--- src/rtl/posit_data_extract_pipe.sv ---
// rtl/posit_data_extract_pipe.sv - two-stage pipelined posit field extractor
//
// Splits a Posit<POSIT_WIDTH,POSIT_ES> word into sign, NaR, zero, signed
// scale ((k << ES) + exp) and an MSB-aligned fraction without the hidden bit.
// Stage 1 registers sign/specials and the absolute value; stage 2 registers
// the decoded regime/exponent/fraction. Both stages use rts/rtr handshakes.
//
// Ports:
//   clk, rst          clock, synchronous active-high reset
//   rts_i, rtr_o      upstream valid / ready
//   posit_word_i      posit operand
//   rts_o, rtr_i      downstream valid / ready
//   sign, inf, zero   sign bit, NaR flag, zero flag
//   scale             signed (k << ES) + exp
//   fraction          fraction bits, MSB-aligned, zero-padded
//   tag_i, tag_o      sideband tag, present only with POSIT_EXTRACT_TAG_EN
//
// Optional feature macro: POSIT_EXTRACT_TAG_EN

module posit_data_extract_pipe #(
    parameter int  POSIT_WIDTH = 16,
    parameter int  POSIT_ES    = 1,
    parameter int  TAG_WIDTH   = 8,
    localparam int SCALE_WIDTH = $clog2((POSIT_WIDTH - 1) << POSIT_ES) + 1,
    localparam int FRAC_WIDTH  = POSIT_WIDTH - POSIT_ES - 3
) (
    input  logic                          clk,
    input  logic                          rst,
    input  logic                          rts_i,
    output logic                          rtr_o,
    input  logic [POSIT_WIDTH-1:0]        posit_word_i,
    output logic                          rts_o,
    input  logic                          rtr_i,
    output logic                          sign,
    output logic                          inf,
    output logic                          zero,
    output logic signed [SCALE_WIDTH-1:0] scale,
    output logic [FRAC_WIDTH-1:0]         fraction
`ifdef POSIT_EXTRACT_TAG_EN
    ,
    input  logic [TAG_WIDTH-1:0]          tag_i,
    output logic [TAG_WIDTH-1:0]          tag_o
`endif
);

    localparam int N  = POSIT_WIDTH;
    localparam int SW = SCALE_WIDTH;
    localparam int BW = N - 1;           // word without the sign bit
    localparam int RW = N - 3;           // bits that can follow a minimal regime
    localparam int CW = $clog2(N) + 1;   // regime run-length counter width

    if (POSIT_WIDTH < 8 || POSIT_WIDTH > 32) begin : g_bad_width
        $error("POSIT_WIDTH must be in 8..32");
    end
    if (POSIT_ES < 0 || POSIT_ES > 4) begin : g_bad_es
        $error("POSIT_ES must be in 0..4");
    end
    if (TAG_WIDTH < 1) begin : g_bad_tag
        $error("TAG_WIDTH must be at least 1");
    end

    // Stage 1 state
    logic          s1_valid_q, s1_valid_d;
    logic          s1_sign_q,  s1_sign_d;
    logic          s1_inf_q,   s1_inf_d;
    logic          s1_zero_q,  s1_zero_d;
    logic [BW-1:0] s1_body_q,  s1_body_d;

    // Stage 2 state
    logic                  s2_valid_q, s2_valid_d;
    logic                  s2_sign_q,  s2_sign_d;
    logic                  s2_inf_q,   s2_inf_d;
    logic                  s2_zero_q,  s2_zero_d;
    logic [SW-1:0]         s2_scale_q, s2_scale_d;
    logic [FRAC_WIDTH-1:0] s2_frac_q,  s2_frac_d;

`ifdef POSIT_EXTRACT_TAG_EN
    logic [TAG_WIDTH-1:0] s1_tag_q, s1_tag_d;
    logic [TAG_WIDTH-1:0] s2_tag_q, s2_tag_d;
`endif

    // Handshake
    logic adv1;
    logic s1_load;
    logic s2_load;

    always_comb begin
        adv1    = !s2_valid_q || rtr_i;
        rtr_o   = !rst && (!s1_valid_q || adv1);
        s1_load = rts_i && rtr_o;
        s2_load = s1_valid_q && adv1;
    end

    // Stage 1: sign, specials and absolute value (low N-1 bits of |word|)
    always_comb begin
        s1_valid_d = s1_valid_q;
        s1_sign_d  = s1_sign_q;
        s1_inf_d   = s1_inf_q;
        s1_zero_d  = s1_zero_q;
        s1_body_d  = s1_body_q;
`ifdef POSIT_EXTRACT_TAG_EN
        s1_tag_d   = s1_tag_q;
`endif
        if (s1_load) begin
            s1_valid_d = 1'b1;
            s1_sign_d  = posit_word_i[N-1];
            s1_inf_d   = posit_word_i[N-1] && ~|posit_word_i[N-2:0];
            s1_zero_d  = !posit_word_i[N-1] && ~|posit_word_i[N-2:0];
            // Two's complement of the low bits equals the low bits of -word.
            s1_body_d  = posit_word_i[N-1] ? (~posit_word_i[N-2:0] + BW'(1))
                                           : posit_word_i[N-2:0];
`ifdef POSIT_EXTRACT_TAG_EN
            s1_tag_d   = tag_i;
`endif
        end else if (s2_load) begin
            s1_valid_d = 1'b0;
        end
    end

    // Regime decode from the stage 1 registers
    logic          r0;
    logic          run;
    logic [CW-1:0] run_len;
    logic [RW-1:0] rem;
    logic [SW-1:0] m_ext;
    logic [SW-1:0] k_val;
    logic [SW-1:0] exp_ext;

    always_comb begin
        r0      = s1_body_q[BW-1];
        run     = 1'b1;
        run_len = '0;
        for (int i = BW - 1; i >= 0; i--) begin
            if (run && (s1_body_q[i] == r0)) begin
                run_len = run_len + CW'(1);
            end else begin
                run = 1'b0;
            end
        end
        // The regime plus terminator always consumes at least the top two
        // bits, so shifting the low N-3 bits by (m-1) left-aligns the
        // remainder. An unterminated regime shifts everything out.
        rem   = s1_body_q[RW-1:0] << (run_len - CW'(1));
        m_ext = SW'(run_len);
        k_val = r0 ? (m_ext - SW'(1)) : (SW'(0) - m_ext);
    end

    if (POSIT_ES > 0) begin : g_exp
        assign exp_ext = SW'(rem[RW-1 -: POSIT_ES]);
    end else begin : g_no_exp
        assign exp_ext = '0;
    end

    // Stage 2: decoded fields
    always_comb begin
        s2_valid_d = s2_valid_q;
        s2_sign_d  = s2_sign_q;
        s2_inf_d   = s2_inf_q;
        s2_zero_d  = s2_zero_q;
        s2_scale_d = s2_scale_q;
        s2_frac_d  = s2_frac_q;
`ifdef POSIT_EXTRACT_TAG_EN
        s2_tag_d   = s2_tag_q;
`endif
        if (s2_load) begin
            s2_valid_d = 1'b1;
            s2_sign_d  = s1_sign_q;
            s2_inf_d   = s1_inf_q;
            s2_zero_d  = s1_zero_q;
            if (s1_inf_q || s1_zero_q) begin
                s2_scale_d = '0;
                s2_frac_d  = '0;
            end else begin
                s2_scale_d = (k_val << POSIT_ES) + exp_ext;
                s2_frac_d  = rem[FRAC_WIDTH-1:0];
            end
`ifdef POSIT_EXTRACT_TAG_EN
            s2_tag_d   = s1_tag_q;
`endif
        end else if (rtr_i) begin
            s2_valid_d = 1'b0;
        end
    end

    always_ff @(posedge clk) begin
        if (rst) begin
            s1_valid_q <= 1'b0;
            s1_sign_q  <= 1'b0;
            s1_inf_q   <= 1'b0;
            s1_zero_q  <= 1'b0;
            s1_body_q  <= '0;
            s2_valid_q <= 1'b0;
            s2_sign_q  <= 1'b0;
            s2_inf_q   <= 1'b0;
            s2_zero_q  <= 1'b0;
            s2_scale_q <= '0;
            s2_frac_q  <= '0;
`ifdef POSIT_EXTRACT_TAG_EN
            s1_tag_q   <= '0;
            s2_tag_q   <= '0;
`endif
        end else begin
            s1_valid_q <= s1_valid_d;
            s1_sign_q  <= s1_sign_d;
            s1_inf_q   <= s1_inf_d;
            s1_zero_q  <= s1_zero_d;
            s1_body_q  <= s1_body_d;
            s2_valid_q <= s2_valid_d;
            s2_sign_q  <= s2_sign_d;
            s2_inf_q   <= s2_inf_d;
            s2_zero_q  <= s2_zero_d;
            s2_scale_q <= s2_scale_d;
            s2_frac_q  <= s2_frac_d;
`ifdef POSIT_EXTRACT_TAG_EN
            s1_tag_q   <= s1_tag_d;
            s2_tag_q   <= s2_tag_d;
`endif
        end
    end

    assign rts_o    = s2_valid_q;
    assign sign     = s2_sign_q;
    assign inf      = s2_inf_q;
    assign zero     = s2_zero_q;
    assign scale    = s2_scale_q;
    assign fraction = s2_frac_q;
`ifdef POSIT_EXTRACT_TAG_EN
    assign tag_o    = s2_tag_q;
`endif

endmodule

--- config.mk ---
export PLATFORM = sky130hd
export DESIGN_NAME = posit_data_extract_pipe
export DESIGN_NICKNAME = d
export VERILOG_FILES = /design/src/rtl/posit_data_extract_pipe.sv
export SDC_FILE = /design/constraint.sdc
export NUM_CORES = 1
export LEC_CHECK = 0
export BUFFER_PORTS_ARGS = -buffer_cell sky130_fd_sc_hd__buf_2
export CAP_MARGIN = 40
export CORE_MARGIN = 2
export CORE_UTILIZATION = 31
export DETAILED_ROUTE_END_ITERATION = 10
export SETUP_SLACK_MARGIN = 0.3
export SLEW_MARGIN = 20
export SYNTH_ARGS = -nofsm -noshare
export SYNTH_HDL_FRONTEND = slang
export SYNTH_SLANG_ARGS = --single-unit
--- constraint.sdc ---
create_clock -name clk -period 21 [get_ports clk]
set_clock_uncertainty 0.2 [all_clocks]
set_input_delay 2.1 -clock clk [delete_from_list [all_inputs] [get_ports clk]]
set_output_delay 2.1 -clock clk [all_outputs]
set_load 0.01 [all_outputs]
==> flow_summary.toml <==
[die]
die_w_microns = 117
rows = 41
die_height_microns = 117
initial_core_util = 0.315
core_sq_um = 12600
die_area_sq_um = 13700
ioPinCount = 43

[placed_design]
dpl_cell_area_sq_um = 4270
gp_congestion = 0.881
dp_hpwl_microns = 7600
numPortBuffers = 42
dpl_worst_slack_ns = 13.35

[hold_path]
hp-class = "reg2reg"
min_to = "fraction[0]"
hold_start = "fraction[0]"
hold_path_depth = 2

[finish]
fill_cells = 1325
finalInstanceArea_sq_um = 4420
drive_gt1_frac = 0.188
diodes = 0
syn2layout_area_growth_pct = 11.6
fin_nets = 547
postLayoutCoreUtil = 0.352

[detailed_routing]
vias = 3653
drt-pass1-iter-count = 4
wirelength_microns = 9670
antenna_violating_nets_post_route = 0
drc = 0
wl_per_cell_microns = 14.1
drt_iter0_markers = 159
viasPerCell = 5.32

[timing]
rsz0062_at_grt = "no"
final_max_slew_viol_count = 0
layout_min_cycle_time_ns = 7.71
timing.fmax_mhz = 130
setup_viol = 0
fin_tns_setup_ns = 0
hold_viol = 0
min_period_over_period = 0.367
worst_pin_slew_ns = 0.787
fin_ws_ns = 13.29
maxSlewHeadroom = 0.475

[job]
drv_cap = 0

[setup_path]
critPathBufInv = 2
crit_top_cell = "ha_1"
ff2ff_setup_slack_ns = 13.29
crit_path_start_kind = "register"
crit_family = "multiplexers"
reg2reg_from = "s1_body_q[14]"
path_class = "reg2reg"
reg2reg_depth = 28
r2r_end = "fraction[10]"
crit_required_ns = 21.00
crit_path_top_delay_cell = "dfxtp_1"
cp_num_cells = 28
slowest_delay_ns = 0.63
critPathMaxFanout = 28
critPathCaptureType = "register"
cp.arrival_ns = 7.71

[cts]
htreeDepth = 2
postCtsHoldBufs = 0
clock_path_buffers = 2
cts_buffers = 5
cts.clk_slew.worst_paths_ns = 0.07
cts_root_buf = "clkbuf_16"
cts_num_sinks = 41
ctsResizeCount = 0
cts_tree = "yes"
clk_latency_ns = 0.29
post_cts_buffers = 0

[power]
power_density_nw_per_um2 = 100
leakage_uw = 0.00179
finalPower_uw = 443
ir_drop_mv = 0.0393

[synth]
synthMostInstantiatedCell = "nand2_1"
yosysTopAreaCell = "dfxtp_1"
synth_nets = 528
ys_seq_area_frac = 0.207
synthDistinctLibCells = 85
ys_warn_count = 0
synthCells = 495
synth_flop_cell = "dfxtp_1"
synth_top_area_share = 0.207
avgSynthCellArea_sq_um = 8.01
syn-cell-area_sq_um = 3960
synth-edff-count = 0
yosys-top-cells-count = "59 x nand2_1, 41 x dfxtp_1, 39 x nor2_1, 36 x mux2i_1, 23 x o21ai_0"
async_flop_share = 0
synth_area_leaders = "dfxtp_1 21%, mux2i_1 9.1%, nand2_1 5.6%"
synth-seq-cells = 41

[global_routing]
grt_usage = 0.142
antenna_found_initial = 0
grt_remaining_overflow = 0
first_global_vias = 3284
grt_use_met1 = 0.201
top_usage_layer = "met2"
grt_pass1_wl_microns = 16100
grt_start_max_net_pins = 30
use_met2 = 0.231
grtUsageMet3 = 0.0247

[run_status]
status = "finished, final reports clean"
[state kept, by name (all words and copies together) (netlist names)]
name / count
s1_body_q: 15
s1_zero_q: 1
inf: 1
s1_valid_q: 1
scale: 6
rts_o: 1
zero: 1
fraction: 12
sign: 1
s1_sign_q: 1
s1_inf_q: 1
[worst register-to-register path: cells and delay by family, from the launching register on]
kind	cells	cell delay, ns
AO/OA/AOI/OAI	7	1.48
XOR/XNOR	3	1.03
adder cells (fa/ha/maj)	5	1.31
buffers and inverters	2	0.44
flip-flops	1	0.63
multiplexers	6	1.83
AND/OR/NAND/NOR	5	0.69
[layout make-up]
class | instances | area (sq um) | area share
multi-input combinational | 408 | 2940 | 0.665
clock buffer | 5 | 125 | 0.0283
timing repair buffer | 47 | 255 | 0.0577
tap | 172 | 215 | 0.0487
clock inverter | 3 | 25.0 | 0.00566
inverter | 11 | 41.3 | 0.00934
sequential | 41 | 821 | 0.186
[per-stage QoR]
step,hold WS [ns],std cells
4_1_cts,0.244,687
3_5_place_dp,0.236,679
2_1_floorplan,0.244,495
6_report,0.243,687
5_1_grt,0.257,687
3_3_place_gp,0.236,676
[how the worst max path moves through the flow]
stage	from	endpoint
after floorplan	s1_body_q[14]	fraction[10]
after global placement	s1_body_q[14]	fraction[6]
after detailed placement	s1_body_q[14]	fraction[10]
after CTS	s1_body_q[14]	fraction[10]
after global routing	s1_body_q[14]	fraction[10]
final	s1_body_q[14]	fraction[10]
[logic make-up after synthesis]
logic type,share of synthesized area
AO/OA/AOI/OAI,0.197
XOR/XNOR,0.0868
adder cells (fa/ha/maj),0.0436
buffers and inverters,0.0508
flip-flops,0.207
multiplexers,0.145
AND/OR/NAND/NOR,0.270
[power breakdown]
part	switching, uW	total (uW)	internal, uW
sequential	10.4	96.0	85.6
clock	33.1	77.7	44.6
combinational	152	269	117
total	196	443	247
[layer usage]
metal	vias up	part of all wire
met5	-	0
met4	0	0.013
met3	13	0.045
met2	91	0.46
met1	1718	0.49
li1	1831	-
[cells in the final DEF (no fill, tap or decap), drive strengths merged, types with 5 or more instances in the layout]
master / n
nor2: 39
mux2: 11
nor3: 10
ha: 13
nand3b: 15
nand2: 60
buf: 47
o21ai: 27
nand4: 5
a22oi: 5
xnor2: 16
nand2b: 10
or3: 7
xor2: 15
dfxtp: 41
nor2b: 6
mux2i: 37
or2: 6
nand3: 14
a21oi: 15
o31ai: 14
clkbuf: 5
inv: 12
and3: 5
a211oi: 6
and2: 9
o22ai: 6
Power figures use the tool's default switching activity.
